<file path="config.mk">
export PLATFORM = sky130hd
export DESIGN_NAME = sdio_cmd_sequencer
export DESIGN_NICKNAME = d
export VERILOG_FILES = /design/src/rtl/sdio_cmd_sequencer.sv
export SDC_FILE = /design/constraint.sdc
export NUM_CORES = 1
export LEC_CHECK = 0
export ABC_AREA = 1
export CAP_MARGIN = 10
export CORE_MARGIN = 10
export CORE_UTILIZATION = 50
export DETAILED_ROUTE_END_ITERATION = 12
export PLACE_DENSITY_LB_ADDON = 0.15
export SYNTH_ARGS = -nofsm -noshare
export SYNTH_HDL_FRONTEND = slang
export SYNTH_SLANG_ARGS = --single-unit
</file>
<file path="constraint.sdc">
create_clock -name i_sdio_clk -period 2.2 [get_ports i_sdio_clk]
set_input_delay 0.33 -clock i_sdio_clk [delete_from_list [all_inputs] [get_ports i_sdio_clk]]
set_output_delay 0.33 -clock i_sdio_clk [all_outputs]
set_load 0.01 [all_outputs]
</file>
<file path="src/rtl/sdio_cmd_sequencer.sv">
// SDIO command-layer sequencer: decodes PHY commands, tracks RCA/selection,
// builds R4/R5/R6/R1 responses, runs CMD52 register accesses and arms the data PHY for CMD53.
module sdio_cmd_sequencer #(
  parameter logic [2:0]  NUM_FUNCS   = 3'd1,
  parameter logic [23:0] OCR         = 24'hFF8000,
  parameter logic [7:0]  REG_TIMEOUT = 8'd32
) (
  input  logic        i_sdio_clk,
  input  logic        rst,
  input  logic        i_cmd_stb,
  input  logic        i_cmd_crc_good_stb,
  input  logic [5:0]  i_cmd,
  input  logic [31:0] i_cmd_arg,
  input  logic        i_rsps_idle,
  output logic        o_rsps_stb,
  output logic [39:0] o_rsps,
  output logic [7:0]  o_rsps_len,
  output logic        o_rsps_fail,
  output logic        o_reg_stb,
  output logic        o_reg_wr,
  output logic [2:0]  o_reg_func,
  output logic [16:0] o_reg_addr,
  output logic [7:0]  o_reg_wdata,
  input  logic        i_reg_ack,
  input  logic [7:0]  i_reg_rdata,
  output logic        o_data_activate,
  output logic        o_write_flag,
  output logic [9:0]  o_data_count,
  input  logic        i_data_done,
  output logic [15:0] o_rca,
  output logic        o_selected
);

  typedef enum logic [2:0] {
    ST_IDLE, ST_DECODE, ST_REG_WAIT, ST_RESPOND, ST_WAIT_RSPS, ST_DATA_BUSY
  } state_t;

  typedef enum logic [1:0] {CARD_INIT, CARD_STBY, CARD_CMD} card_t;

  state_t      state_q;
  card_t       cardState_q;
  logic [15:0] rca_q;
  logic [5:0]  cmdIdx_q;
  logic [31:0] arg_q;
  logic        crcOk_q;
  logic [7:0]  timer_q;
  logic        armed_q;
  logic        abort_q;
  logic        idlePrev_q;
  logic [39:0] rsps_q;
  logic        rspsStb_q;
  logic        rspsFail_q;
  logic        regStb_q;
  logic        regWr_q;
  logic [2:0]  regFunc_q;
  logic [16:0] regAddr_q;
  logic [7:0]  regWdata_q;
  logic        act_q;
  logic        writeFlag_q;
  logic [9:0]  dataCount_q;

  logic        argWr, argRaw, argBlock, funcBad, selected, idleRise, unusedArgBit;
  logic [2:0]  argFunc;
  logic [16:0] argAddr;
  logic [8:0]  argCount;
  logic [15:0] rcaNext_d;
  logic [1:0]  r5State_d;
  state_t      backState_d;

  assign argWr        = arg_q[31];
  assign argFunc      = arg_q[30:28];
  assign argRaw       = arg_q[27];
  assign argBlock     = arg_q[27];
  assign argAddr      = arg_q[25:9];
  assign argCount     = arg_q[8:0];
  assign unusedArgBit = arg_q[26];
  assign funcBad      = argFunc > NUM_FUNCS;
  assign selected     = cardState_q == CARD_CMD;
  assign idleRise     = i_rsps_idle && !idlePrev_q;
  assign rcaNext_d    = (rca_q == 16'hFFFF) ? 16'd1 : rca_q + 16'd1;
  // An abort ends the transfer, so its own R5 already reports CMD state.
  assign r5State_d    = (act_q && !abort_q) ? 2'b10 : 2'b01;
  assign backState_d  = act_q ? ST_DATA_BUSY : ST_IDLE;

  function automatic logic [39:0] mkRsp(input logic [5:0] idx, input logic [31:0] content);
    return {1'b0, idx, content, 1'b0};
  endfunction

  function automatic logic [39:0] mkR5(input logic [5:0] idx, input logic [1:0] st,
                                       input logic err, input logic fnErr, input logic [7:0] data);
    return mkRsp(idx, {16'h0000, 2'b00, st, err, 1'b0, fnErr, 1'b0, data});
  endfunction

  always_ff @(posedge i_sdio_clk) begin
    if (rst) begin
      state_q     <= ST_IDLE;
      cardState_q <= CARD_INIT;
      rca_q       <= '0;
      cmdIdx_q    <= '0;
      arg_q       <= '0;
      crcOk_q     <= 1'b0;
      timer_q     <= '0;
      armed_q     <= 1'b0;
      abort_q     <= 1'b0;
      idlePrev_q  <= 1'b0;
      rsps_q      <= '0;
      rspsStb_q   <= 1'b0;
      rspsFail_q  <= 1'b0;
      regStb_q    <= 1'b0;
      regWr_q     <= 1'b0;
      regFunc_q   <= '0;
      regAddr_q   <= '0;
      regWdata_q  <= '0;
      act_q       <= 1'b0;
      writeFlag_q <= 1'b0;
      dataCount_q <= '0;
    end else begin
      rspsStb_q  <= 1'b0;
      rspsFail_q <= 1'b0;
      regStb_q   <= 1'b0;
      idlePrev_q <= i_rsps_idle;
      case (state_q)
        ST_IDLE, ST_DATA_BUSY: begin
          if (state_q == ST_DATA_BUSY && i_data_done) begin
            act_q   <= 1'b0;
            state_q <= ST_IDLE;
          end
          if (i_cmd_stb) begin
            cmdIdx_q <= i_cmd;
            arg_q    <= i_cmd_arg;
            crcOk_q  <= i_cmd_crc_good_stb;
            state_q  <= ST_DECODE;
          end
        end
        ST_DECODE: begin
          state_q <= ST_RESPOND;
          if (!crcOk_q) begin
            rspsFail_q <= 1'b1;
            state_q    <= backState_d;
          end else begin
            case (cmdIdx_q)
              6'd5: begin
                rsps_q    <= mkRsp(6'h3F, {1'b1, NUM_FUNCS, 1'b0, 3'b000, OCR});
                rspsStb_q <= 1'b1;
              end
              6'd3: begin
                rca_q     <= rcaNext_d;
                if (cardState_q == CARD_INIT) cardState_q <= CARD_STBY;
                rsps_q    <= mkRsp(6'd3, {rcaNext_d, 16'h0000});
                rspsStb_q <= 1'b1;
              end
              6'd7: begin
                if (arg_q[31:16] == rca_q && rca_q != 16'd0) begin
                  cardState_q <= CARD_CMD;
                  rsps_q      <= mkRsp(6'd7, 32'h0000_0000);
                  rspsStb_q   <= 1'b1;
                end else begin
                  if (cardState_q == CARD_CMD) cardState_q <= CARD_STBY;
                  rspsFail_q <= 1'b1;
                  state_q    <= backState_d;
                end
              end
              6'd52: begin
                if (!selected) begin
                  rspsFail_q <= 1'b1;
                  state_q    <= backState_d;
                end else if (funcBad) begin
                  rsps_q    <= mkR5(6'd52, r5State_d, 1'b0, 1'b1, 8'h00);
                  rspsStb_q <= 1'b1;
                end else begin
                  regStb_q   <= 1'b1;
                  regWr_q    <= argWr;
                  regFunc_q  <= argFunc;
                  regAddr_q  <= argAddr;
                  regWdata_q <= arg_q[7:0];
                  timer_q    <= '0;
                  abort_q    <= act_q && argWr && argFunc == 3'd0 && argAddr == 17'h00006;
                  state_q    <= ST_REG_WAIT;
                end
              end
              6'd53: begin
                if (!selected || act_q) begin
                  rspsFail_q <= 1'b1;
                  state_q    <= backState_d;
                end else if (argBlock || funcBad) begin
                  rsps_q    <= mkR5(6'd53, 2'b01, argBlock, funcBad, 8'h00);
                  rspsStb_q <= 1'b1;
                end else begin
                  armed_q     <= 1'b1;
                  writeFlag_q <= argWr;
                  dataCount_q <= (argCount == 9'd0) ? 10'd512 : {1'b0, argCount};
                  rsps_q      <= mkR5(6'd53, 2'b10, 1'b0, 1'b0, 8'h00);
                  rspsStb_q   <= 1'b1;
                end
              end
              default: begin
                rspsFail_q <= 1'b1;
                state_q    <= backState_d;
              end
            endcase
          end
        end
        ST_REG_WAIT: begin
          // A plain write reports 0; reads and read-after-write return the register value.
          if (i_reg_ack || timer_q == REG_TIMEOUT - 8'd1) begin
            rsps_q    <= mkR5(6'd52, r5State_d, !i_reg_ack, 1'b0,
                              (i_reg_ack && (!regWr_q || argRaw)) ? i_reg_rdata : 8'h00);
            rspsStb_q <= 1'b1;
            if (abort_q) act_q <= 1'b0;
            abort_q   <= 1'b0;
            state_q   <= ST_RESPOND;
          end else begin
            timer_q <= timer_q + 8'd1;
          end
        end
        ST_RESPOND: state_q <= ST_WAIT_RSPS;
        ST_WAIT_RSPS: begin
          if (idleRise) begin
            if (armed_q) begin
              act_q   <= 1'b1;
              armed_q <= 1'b0;
              state_q <= ST_DATA_BUSY;
            end else begin
              state_q <= backState_d;
            end
          end
        end
        default: state_q <= ST_IDLE;
      endcase
    end
  end

  assign o_rsps_stb      = rspsStb_q;
  assign o_rsps          = rsps_q;
  assign o_rsps_len      = 8'd39;
  assign o_rsps_fail     = rspsFail_q;
  assign o_reg_stb       = regStb_q;
  assign o_reg_wr        = regWr_q;
  assign o_reg_func      = regFunc_q;
  assign o_reg_addr      = regAddr_q;
  assign o_reg_wdata     = regWdata_q;
  assign o_data_activate = act_q;
  assign o_write_flag    = writeFlag_q;
  assign o_data_count    = dataCount_q;
  assign o_rca           = rca_q;
  assign o_selected      = selected;

endmodule

</file>
* After elaboration in Yosys (flattened, before gate mapping)
Index checks and enable logic that the tools add are counted.
** Operators by class
- Add/subtract/negate cells :: 2
- Order comparisons :: 1
- Eq/ne operators :: 36
- Mux-type cells :: 68
- Bitwise logic cells :: 7
- Reduce and logical (&&, ||, !) cells :: 41
** Operator list (count)
- $mux W40 :: 6
- $pmux W40 S5 :: 1
- $pmux W40 S2 :: 1
- $mux W8 :: 6
- $mux W3 :: 10
- $mux W1 :: 27
- $ne A2 B2 Y1 const B :: 13
- $reduce_and A6 Y1 :: 4
- $ne A3 B3 Y1 const B :: 6
- $eq A17 B3 Y1 const B :: 1
- $add A16 B1 Y16 const B :: 1
- $eq A16 B16 Y1 :: 1
- $eq A16 B16 Y1 const B :: 1
- $mux W16 :: 1
- $pmux W8 S2 :: 1
- $reduce_bool A16 Y1 :: 1
- $mux W15 :: 1
- $pmux W3 S5 :: 1
- $reduce_and A5 Y1 :: 3
- $eq A6 B3 Y1 const B :: 2
- $eq A6 B6 Y1 const B :: 2
- $pmux W3 S4 :: 1
- $mux W10 :: 1
- $logic_not A9 Y1 :: 1
- 28 further kinds :: 62
** Word-level totals
- Register bits :: 155
- Input bits :: 53
- Output and inout port bits :: 109

* Depth between registers and ports, before layout
Gate-level depths: netlist (run 1).
- Depth in word-level cells :: 8
- Gate-level depth with buffers :: 14
- Mapped depth without buffers :: 14

* Worst setup path after synthesis (run 1)
Ideal clock, no wire load.
- Path type :: register to register
- Start point :: register rca_q[0] (netlist: o_rca[0])
- End point :: register rsps_q[31] (netlist: o_rsps[31])
- Data arrival time :: 1668 ps
- Slack :: 419 ps
- Cell stages (with the launch flop) :: 14
- Clock period less this slack :: 1781 ps
- Path through :: dfxtp_1 > inv_1 > ha_1 > nand2_1 > nor2_1 > nand2_1 > nor2_1 > nor2_1 > nand3_1 > nand3_1 > nand3_4 > buf_2 > nor2_1 > nor2_1
** On the way
- Word-level cells in the longest chain between the ends :: 5
- Elaborated cells on any way between the ends :: 11
- Those cells by class :: 1 x add/sub; 3 x eq/ne; 4 x mux; 3 x reduce/logical
** RTL lines
- from (decl) :: line 42 : logic [15:0] rca_q;
- from (signal assigned) :: line 147 : rca_q <= rcaNext_d;
- $add A16 B1 Y16 / $eq A16 B16 Y1 (equally long branches) :: line 80 : assign rcaNext_d = (rca_q == 16'hFFFF) ? 16'd1 : rca_q + 16'd1;
- $mux W16 :: line 80
- $pmux W40 S5 :: line 141 : case (cmdIdx_q)
- $mux W40 :: line 137 : if (!crcOk_q) begin
- $pmux W40 S2 :: line 122 : case (state_q)
- to (signal assigned) :: line 143 : rsps_q <= mkRsp(6'h3F, {1'b1, NUM_FUNCS, 1'b0, 3'b000, OCR});
- to (signal assigned) :: line 149 : rsps_q <= mkRsp(6'd3, {rcaNext_d, 16'h0000});
- to (signal assigned) :: line 155 : rsps_q <= mkRsp(6'd7, 32'h0000_0000);
- to (decl) :: line 50 : logic [39:0] rsps_q;
Parallel ways exist; a longest one is shown, timed or not. The select of a mux whose other input is x is not followed.
A chain may end at the register's enable or synchronous reset.

* Final worst setup path (run 1)
- Start point :: register rca_q[15] (netlist: o_rca[15])
- End point :: register rsps_q[29] (netlist: o_rsps[29])
** On the way
- Word-level cells in the longest chain between the ends :: 5
- Elaborated cells on any way between the ends :: 10
- Those cells by class :: 3 x eq/ne; 4 x mux; 3 x reduce/logical
** RTL lines (line)
- $eq A16 B16 Y1 :: 80
- $mux W16 :: 80
- $pmux W40 S5 :: 141
- $mux W40 :: 137
- $pmux W40 S2 :: 122
Parallel ways exist; a longest one is shown, timed or not. The select of a mux whose other input is x is not followed.

==> results of run 1 <==
area by class of cell:
class,instances,share of cell area
Inverter,133,0.05488
Tap cell,176,0.02421
Sequential cell,148,0.3261
Clock buffer,21,0.05061
Clock inverter,9,0.01953
Multi-Input combinational cell,646,0.3386
Timing Repair Buffer,171,0.1858
Antenna cell,1,0.0002751
cell families (layout without fill, tap and decap cells):
| family | after synthesis | count (layout) | synth area share |
|---|---|---|---|
| fa+ha+maj | 3 | 3 | 0.005541 |
| buf+inv | 188 | 334 | 0.1173 |
| compound gates | 213 | 213 | 0.1740 |
| xor+xnor | 4 | 4 | 0.005172 |
| flops | 148 | 148 | 0.4373 |
| simple gates | 413 | 413 | 0.2596 |
| other cells | 2 | 14 | 0.001108 |
metrics by stage:
stage	total power, mW	utilization	cell area, um^2
6_report	6.560	0.6870	9097
5_1_grt	6.778	0.6868	9095
4_1_cts	6.584	0.6842	9061
3_5_place_dp	3.446	0.6361	8423
3_3_place_gp	3.439	0.6361	8423
2_1_floorplan	3.225	-	6817
state kept, by name (all words and copies together), names as in the netlist, 2 cells and up:
register      count
arg_q            32
cardState_q       2
cmdIdx_q          6
o_data_count     10
o_rca            16
o_reg_addr       17
o_reg_func        3
o_reg_wdata       8
o_rsps           33
state_q           3
timer_q           8
power by group:
part | switching (mW) | internal (mW)
Sequential | 0.0723 | 2.77
Combinational | 0.310 | 0.244
Clock | 1.10 | 2.06
Total | 1.48 | 5.08
worst paths after layout:
| check | slack, ps | end | start |
|---|---|---|---|
| setup / recovery | 230 | o_rsps[29]$_SDFFE_PP0P_ | o_rca[15]$_SDFFE_PP0P_ |
| hold / removal | 450 | o_rsps[22]$_SDFFE_PP0P_ | rst |
| setup reg to reg | 230 | o_rsps[29]$_SDFFE_PP0P_ | o_rca[15]$_SDFFE_PP0P_ |
| hold reg to reg | 450 | o_rsps[35]$_SDFFE_PP0P_ | o_rsps[35]$_SDFFE_PP0P_ |
per-layer routing:
metal  vias up  part of all wire
li1       3419                 -
met1      2939              0.46
met2       208              0.42
met3        35             0.098
met4         0             0.018
met5         -                 0
placed cells by master, fill, tap and decap left out, drive strengths merged:
master	synthesis	routed
nand2	192	192
dfxtp	148	148
clkdlybuf4s50	0	147
nor2	137	137
inv	132	132
a21oi	89	89
o21ai	79	79
nand3	39	39
a211oi	31	31
buf	28	24
clkbuf	27	21
nor3	17	17
nand4	16	16
conb	2	13
nor4	5	5
bufinv	0	5
clkinv	1	5
o211ai	4	4
xnor2	3	3
a31oi	3	3
ha	3	3
nand3b	2	2
o21bai	2	2
and3	2	2
and2	2	2
diode	0	1
a221oi	1	1
a41oi	1	1
nor3b	1	1
a22oi	1	1
o31ai	1	1
o2111ai	1	1
xor2	1	1
what timing repair did:
action / CTS / global route
setup buffers: 0 / 1
setup endpoints to repair: 0 / 32
hold endpoints to repair: 0 / 0
resized for setup: 0 / 8
worst register-to-register path: stages, from the launching register on:
cell     delay (ps)
dfxtp_1         440
inv_1           150
nand2_1          80
nand2_1          50
nor2_1           90
nand2_1          60
nor2_1          170
nand3_1         130
nand2_1         120
nand2_1         110
nand2_2         140
nand3_4         150
nor2_1          130
nor2_1           40
==> reports/results.txt, run 1 <==
family with the most delay on the worst path = simple AND/OR/NAND/NOR gates
Setup CP Type = flop to flop
max_cap viols = 0
min cycle time layout = 1971 ps
hold path depth = 4
core area = 13240 um^2
worst setup margin = 228.5 ps
met2 track demand over resource = 0.3191
worst rel slew slack = 0.4961
Syn Area/Cell = 6.978 um^2
cts bufs inserted = 17
Final Hold Vio Count = 0
H-Tree Depth = 4
async set-reset flop share out of synthesis = 0
Distinct cells, synth = 42
Chip Height = 136.4 um
grt ovf = 0
fin cells = 1305
IO Pins = 162
Setup-failing EPs final = 0
Ys Warns = 0
Final HPWL DP = 14.43 mm
sequential area share after synthesis = 0.4373
Site Rows = 42
drt pass-1 iters = 5
TritonCTS Sinks = 148
crit end category = flop
EDFF count, synth = 0
setup total negative slack = 0 ps
drt wl/cell = 15.17 um
FILL cells = 1189
area of the multi-input gates = 3080 um^2
Initial Util = 0.5116
critical path depth = 13
nets@finish = 1173
most frequent CP cell = nand2_1
share of cells above drive strength 1 = 0.06649
synthesized flop and latch total = 148
Pins Over Slew Limit = 0
Worst-Margin Slew = 755.9 ps
detailed-route DRC error count = 0
Max VDD drop = 490.6 uV
leak pwr = 3.694 nW
clock skew = 8.876 ps
Routed WL = 19.80 mm
f_max = 0.5072 GHz
GR Util met3 = 0.07934
Cell Area, Synth = 6775 um^2
GR Util All Layers = 0.2093
IO buf count = 148
register area = 2967 um^2
Cells after Synth = 971
met1 global-route usage = 0.2647
# hold bufs at CTS = 0
Yosys top cell area share = 0.4373
clock buffer depth = 2
Root Driver = clkbuf_16
crit share post-route = 0.8961
most common cell in the netlist = nand2_1
Vias = 6601
vias in the first global route = 6197
Cells after DPL = 1273
die width = 136.4 um
leading area contributor after synthesis = dfxtp_1
final hold slack = 448.6 ps
Worst setup SP type = flop
CP bufs+invs = 1
initial drt markers = 509
Arr. time, crit path = 2280 ps
most used routing layer = met2
ys flop type = dfxtp_1
worst-skew pair later-pin latency = 420 ps
Critical Path, Cell by Cell = inv_1 -> nand2_1 -> nand2_1 -> nor2_1 -> nand2_1 -> nor2_1 -> nand3_1 -> nand2_1 -> nand2_1 -> nand2_2 -> nand3_4 -> nor2_1 -> nor2_1
CTS tree = done
vias per cell = 5.058
Layout area overhead = 34.28%
RSZ-0062 raised after global routing = false
Pwr Density = 721.1 nW/um^2
type of the most critical hold path = input pin to flop
worst-path maximum fanout = 10
R2R depth = 13
Die Footprint = 18610 um^2
worst endpoint required time = 2510 ps
Worst-path clk slew = 50 ps
largest net degree at the start of global routing = 69
outcome = finished clean
largest cells by area after synthesis = dfxtp_1, nand2_1, nor2_1, inv_1, a21oi_1
Commonest cells post-synth = nand2_1, dfxtp_1, nor2_1, inv_1, a21oi_1
critical path's slowest cell = dfxtp_1
post-route ant nets = 0
initial antenna violation count = 0
slowest stage delay, CP = 440 ps
Setup Slack @ Placement = 103.1 ps
first-pass GRT wire length = 31.30 mm
RD Place Congestion = 0.9392
(Power assumes the default switching activity.)
==> run 2: changes to the inputs <==
--- a/config.mk
+++ b/config.mk
@@ -9,6 +9,7 @@
 export CAP_MARGIN = 10
 export CORE_MARGIN = 10
 export CORE_UTILIZATION = 50
+export CTS_CLUSTER_SIZE = 28
 export DETAILED_ROUTE_END_ITERATION = 12
 export PLACE_DENSITY_LB_ADDON = 0.15
 export SYNTH_ARGS = -nofsm -noshare
==> constraint.sdc (replaced) <==
create_clock -name i_sdio_clk -period 2.03 [get_ports i_sdio_clk]
set_input_delay 0.3045 -clock i_sdio_clk [delete_from_list [all_inputs] [get_ports i_sdio_clk]]
set_output_delay 0.3045 -clock i_sdio_clk [all_outputs]
set_load 0.01 [all_outputs]
==> reports/results.txt, run 2 (synthesized netlist as in run 1, its figures left out) <==
Routed WL = 20.06 mm (+1.3%)
Critical Path, Cell by Cell = ha_2 -> nand3_2 -> nor2_2 -> nand2_2 -> nor2_4 -> nand4_1 -> o211ai_1 -> nor2_1 -> nor2_1 -> nor2_1
worst r2r src = o_rca[0]$_SDFFE_PP0P_
Pwr Density = 737.6 nW/um^2 (+2.3%)
min cycle time layout = 1900 ps (-71.80 ps)
post-route ant nets = 0 (unchanged)
Worst setup SP type = flop
GR Util All Layers = 0.2074 (-0.001846)
Tot Pwr = 6.879 mW (+4.9%)
# hold bufs at CTS = 0 (unchanged)
most frequent cells in the layout = nand2_1, clkdlybuf4s50_1, dfxtp_1
setup total negative slack = 0 ps (unchanged)
Chip Height = 136.4 um (unchanged)
Max VDD drop = 517.2 uV (+5.4%)
drt pass-1 iters = 5 (unchanged)
vias in the first global route = 6108 (-1.4%)
Crit Reg-Reg Endpoint = o_rsps[30]$_SDFFE_PP0P_
die width = 136.4 um (unchanged)
Hold Crit Endpoint = arg_q[1]$_SDFFE_PP0P_
Layout area overhead = 37.65%
IO Pins = 162 (unchanged)
FF-to-FF setup slack = 130 ps (-100 ps)
most frequent CP cell = nor2_1
initial antenna violation count = 0 (unchanged)
Cells after DPL = 1283 (+0.79%)
RSZ-0062 raised after global routing = false
hold path depth = 4 (unchanged)
# diodes = 0 (-1)
slowest stage delay, CP = 360 ps (-80 ps)
crit share post-route = 0.9358 (+0.03967)
leak pwr = 3.783 nW (+2.4%)
worst-path maximum fanout = 4 (-6)
RD Place Congestion = 0.9261 (-1.4%)
initial drt markers = 440 (-14%)
crit end category = flop
grt ovf = 0 (unchanged)
max_cap viols = 0 (unchanged)
Pins Over Slew Limit = 0 (unchanged)
most common cell after layout, fill and taps aside = nand2_1
f_max = 0.5264 GHz (+3.8%)
Arr. time, crit path = 2220 ps (-60 ps)
Largest register FFs = 33 (unchanged)
Initial Util = 0.5116 (unchanged)
Final Hold Vio Count = 0 (unchanged)
share of cells above drive strength 1 = 0.1084 (+0.04190)
nets@finish = 1188 (+1.3%)
worst endpoint required time = 2350 ps (-160 ps)
clock skew = 6.210 ps (-2.665 ps)
fin cells = 1320 (+1.1%)
worst-skew pair later-pin latency = 420 ps (about the same)
core area = 13240 um^2 (unchanged)
largest net degree at the start of global routing = 72 (+4.3%)
vias per cell = 5.074 (+0.32%)
first-pass GRT wire length = 31.04 mm (-0.81%)
R2R depth = 10 (-3)
Vias = 6698 (+1.5%)
TritonCTS Sinks = 148 (unchanged)
Setup-failing EPs final = 0 (unchanged)
Final HPWL DP = 14.44 mm (about the same)
clock buffer depth = 2 (unchanged)
critical path's slowest cell = dfxtp_1
Die Footprint = 18610 um^2 (unchanged)
type of the most critical hold path = input pin to flop
IO buf count = 148 (unchanged)
worst rel slew slack = 0.6079 (+0.1118)
H-Tree Depth = 4 (unchanged)
post-placement cell area = 8536 um^2 (+1.3%)
Root Driver = clkbuf_16
Hold Startpoint = rst
detailed-route DRC error count = 0 (unchanged)
Site Rows = 42 (unchanged)
CTS tree = done
Worst-path clk slew = 60 ps (about the same)
Final Instance Area = 9326 um^2 (+2.5%)
cts bufs inserted = 17 (unchanged)
Worst-Margin Slew = 582.0 ps (-173.8 ps)
drt wl/cell = 15.20 um (+0.17%)
Setup CP Type = flop to flop
outcome = finished clean
Final Util = 0.7043 (+0.01729)
-- run 2: changes by cell type in the layout (fill, tap and decap cells not counted), moves of 4 or more --
cell / previous run / this run
nand3_2: 2 / 8
nor2_2: 2 / 11
nand3_1: 34 / 28
dfxtp_2: 3 / 9
nand2_1: 189 / 184
dfxtp_1: 145 / 139
buf_4: 19 / 30
nor2_1: 132 / 121
nand2_2: 3 / 7
-- run 2: worst max path at each step --
stage / to / from / slack (ps)
2_1_floorplan: o_rsps[31]$_SDFFE_PP0P_ / o_rca[0]$_SDFFE_PP0P_ / 250
3_3_place_gp: o_rsps[31]$_SDFFE_PP0P_ / o_rca[1]$_SDFFE_PP0P_ / 70
3_5_place_dp: o_rsps[19]$_SDFFE_PP0P_ / o_rca[1]$_SDFFE_PP0P_ / 20
4_1_cts: o_rsps[31]$_SDFFE_PP0P_ / o_rca[1]$_SDFFE_PP0P_ / 40
5_1_grt: o_rsps[30]$_SDFFE_PP0P_ / o_rca[1]$_SDFFE_PP0P_ / 5
6_report: o_rsps[30]$_SDFFE_PP0P_ / o_rca[0]$_SDFFE_PP0P_ / 130
-- run 2: power by group --
part | internal, mW | switching, mW
clock network | 1.96 | 1.19
registers | 3.00 | 0.0753
logic | 0.291 | 0.354
-- run 2: metal layers --
layer  vias up  wire, um  track usage
li1       3448         -            -
met1      3007      8921       0.2686
met2       216      8700       0.3110
met3        27      2124      0.08450
met4         0       314      0.05858
met5         -         0            0
-- run 2: metrics by stage --
stage	hold WS, ps	setup WS (ps)
CTS	269.2	39.55
global placement	441.6	67.78
floorplan	434.7	249.3
finish	283.2	130.3
detailed placement	444.5	20.52
global route	296.0	4.666
-- run 2: layout make-up --
cell class                      count  area, um^2
Timing Repair Buffer              185        1847
Inverter                          133       499.2
Multi-Input combinational cell    647        3189
Clock inverter                      8       98.84
Clock buffer                       23       498.0
Sequential cell                   148        2974
Tap cell                          176       220.2
Fill cell                        1176        3916
-- run 2: timing repair --
item / CTS / global route
gates cloned: 0 / 2
pin swaps: 0 / 7
gates resized for setup: 2 / 41
setup endpoints to repair: 2 / 38
buffers inserted: 0 / 4
-- run 2: worst max-delay path, delay by kind of cell (launching register included) --
kind | cells | cell delay [ps]
AOI/OAI and AO/OA | 1 | 330
adders and majority gates | 1 | 220
DFF | 1 | 360
and+or+nand+nor | 8 | 880
==> run 3: changes to the inputs <==
--- a/config.mk
+++ b/config.mk
@@ -9,6 +9,7 @@
 export CAP_MARGIN = 10
 export CORE_MARGIN = 10
 export CORE_UTILIZATION = 50
+export CTS_CLUSTER_DIAMETER = 40
 export CTS_CLUSTER_SIZE = 28
 export DETAILED_ROUTE_END_ITERATION = 12
 export PLACE_DENSITY_LB_ADDON = 0.15
==> results of run 3 <==
The final DEF is identical to that of run 2; final timing and power are the same.
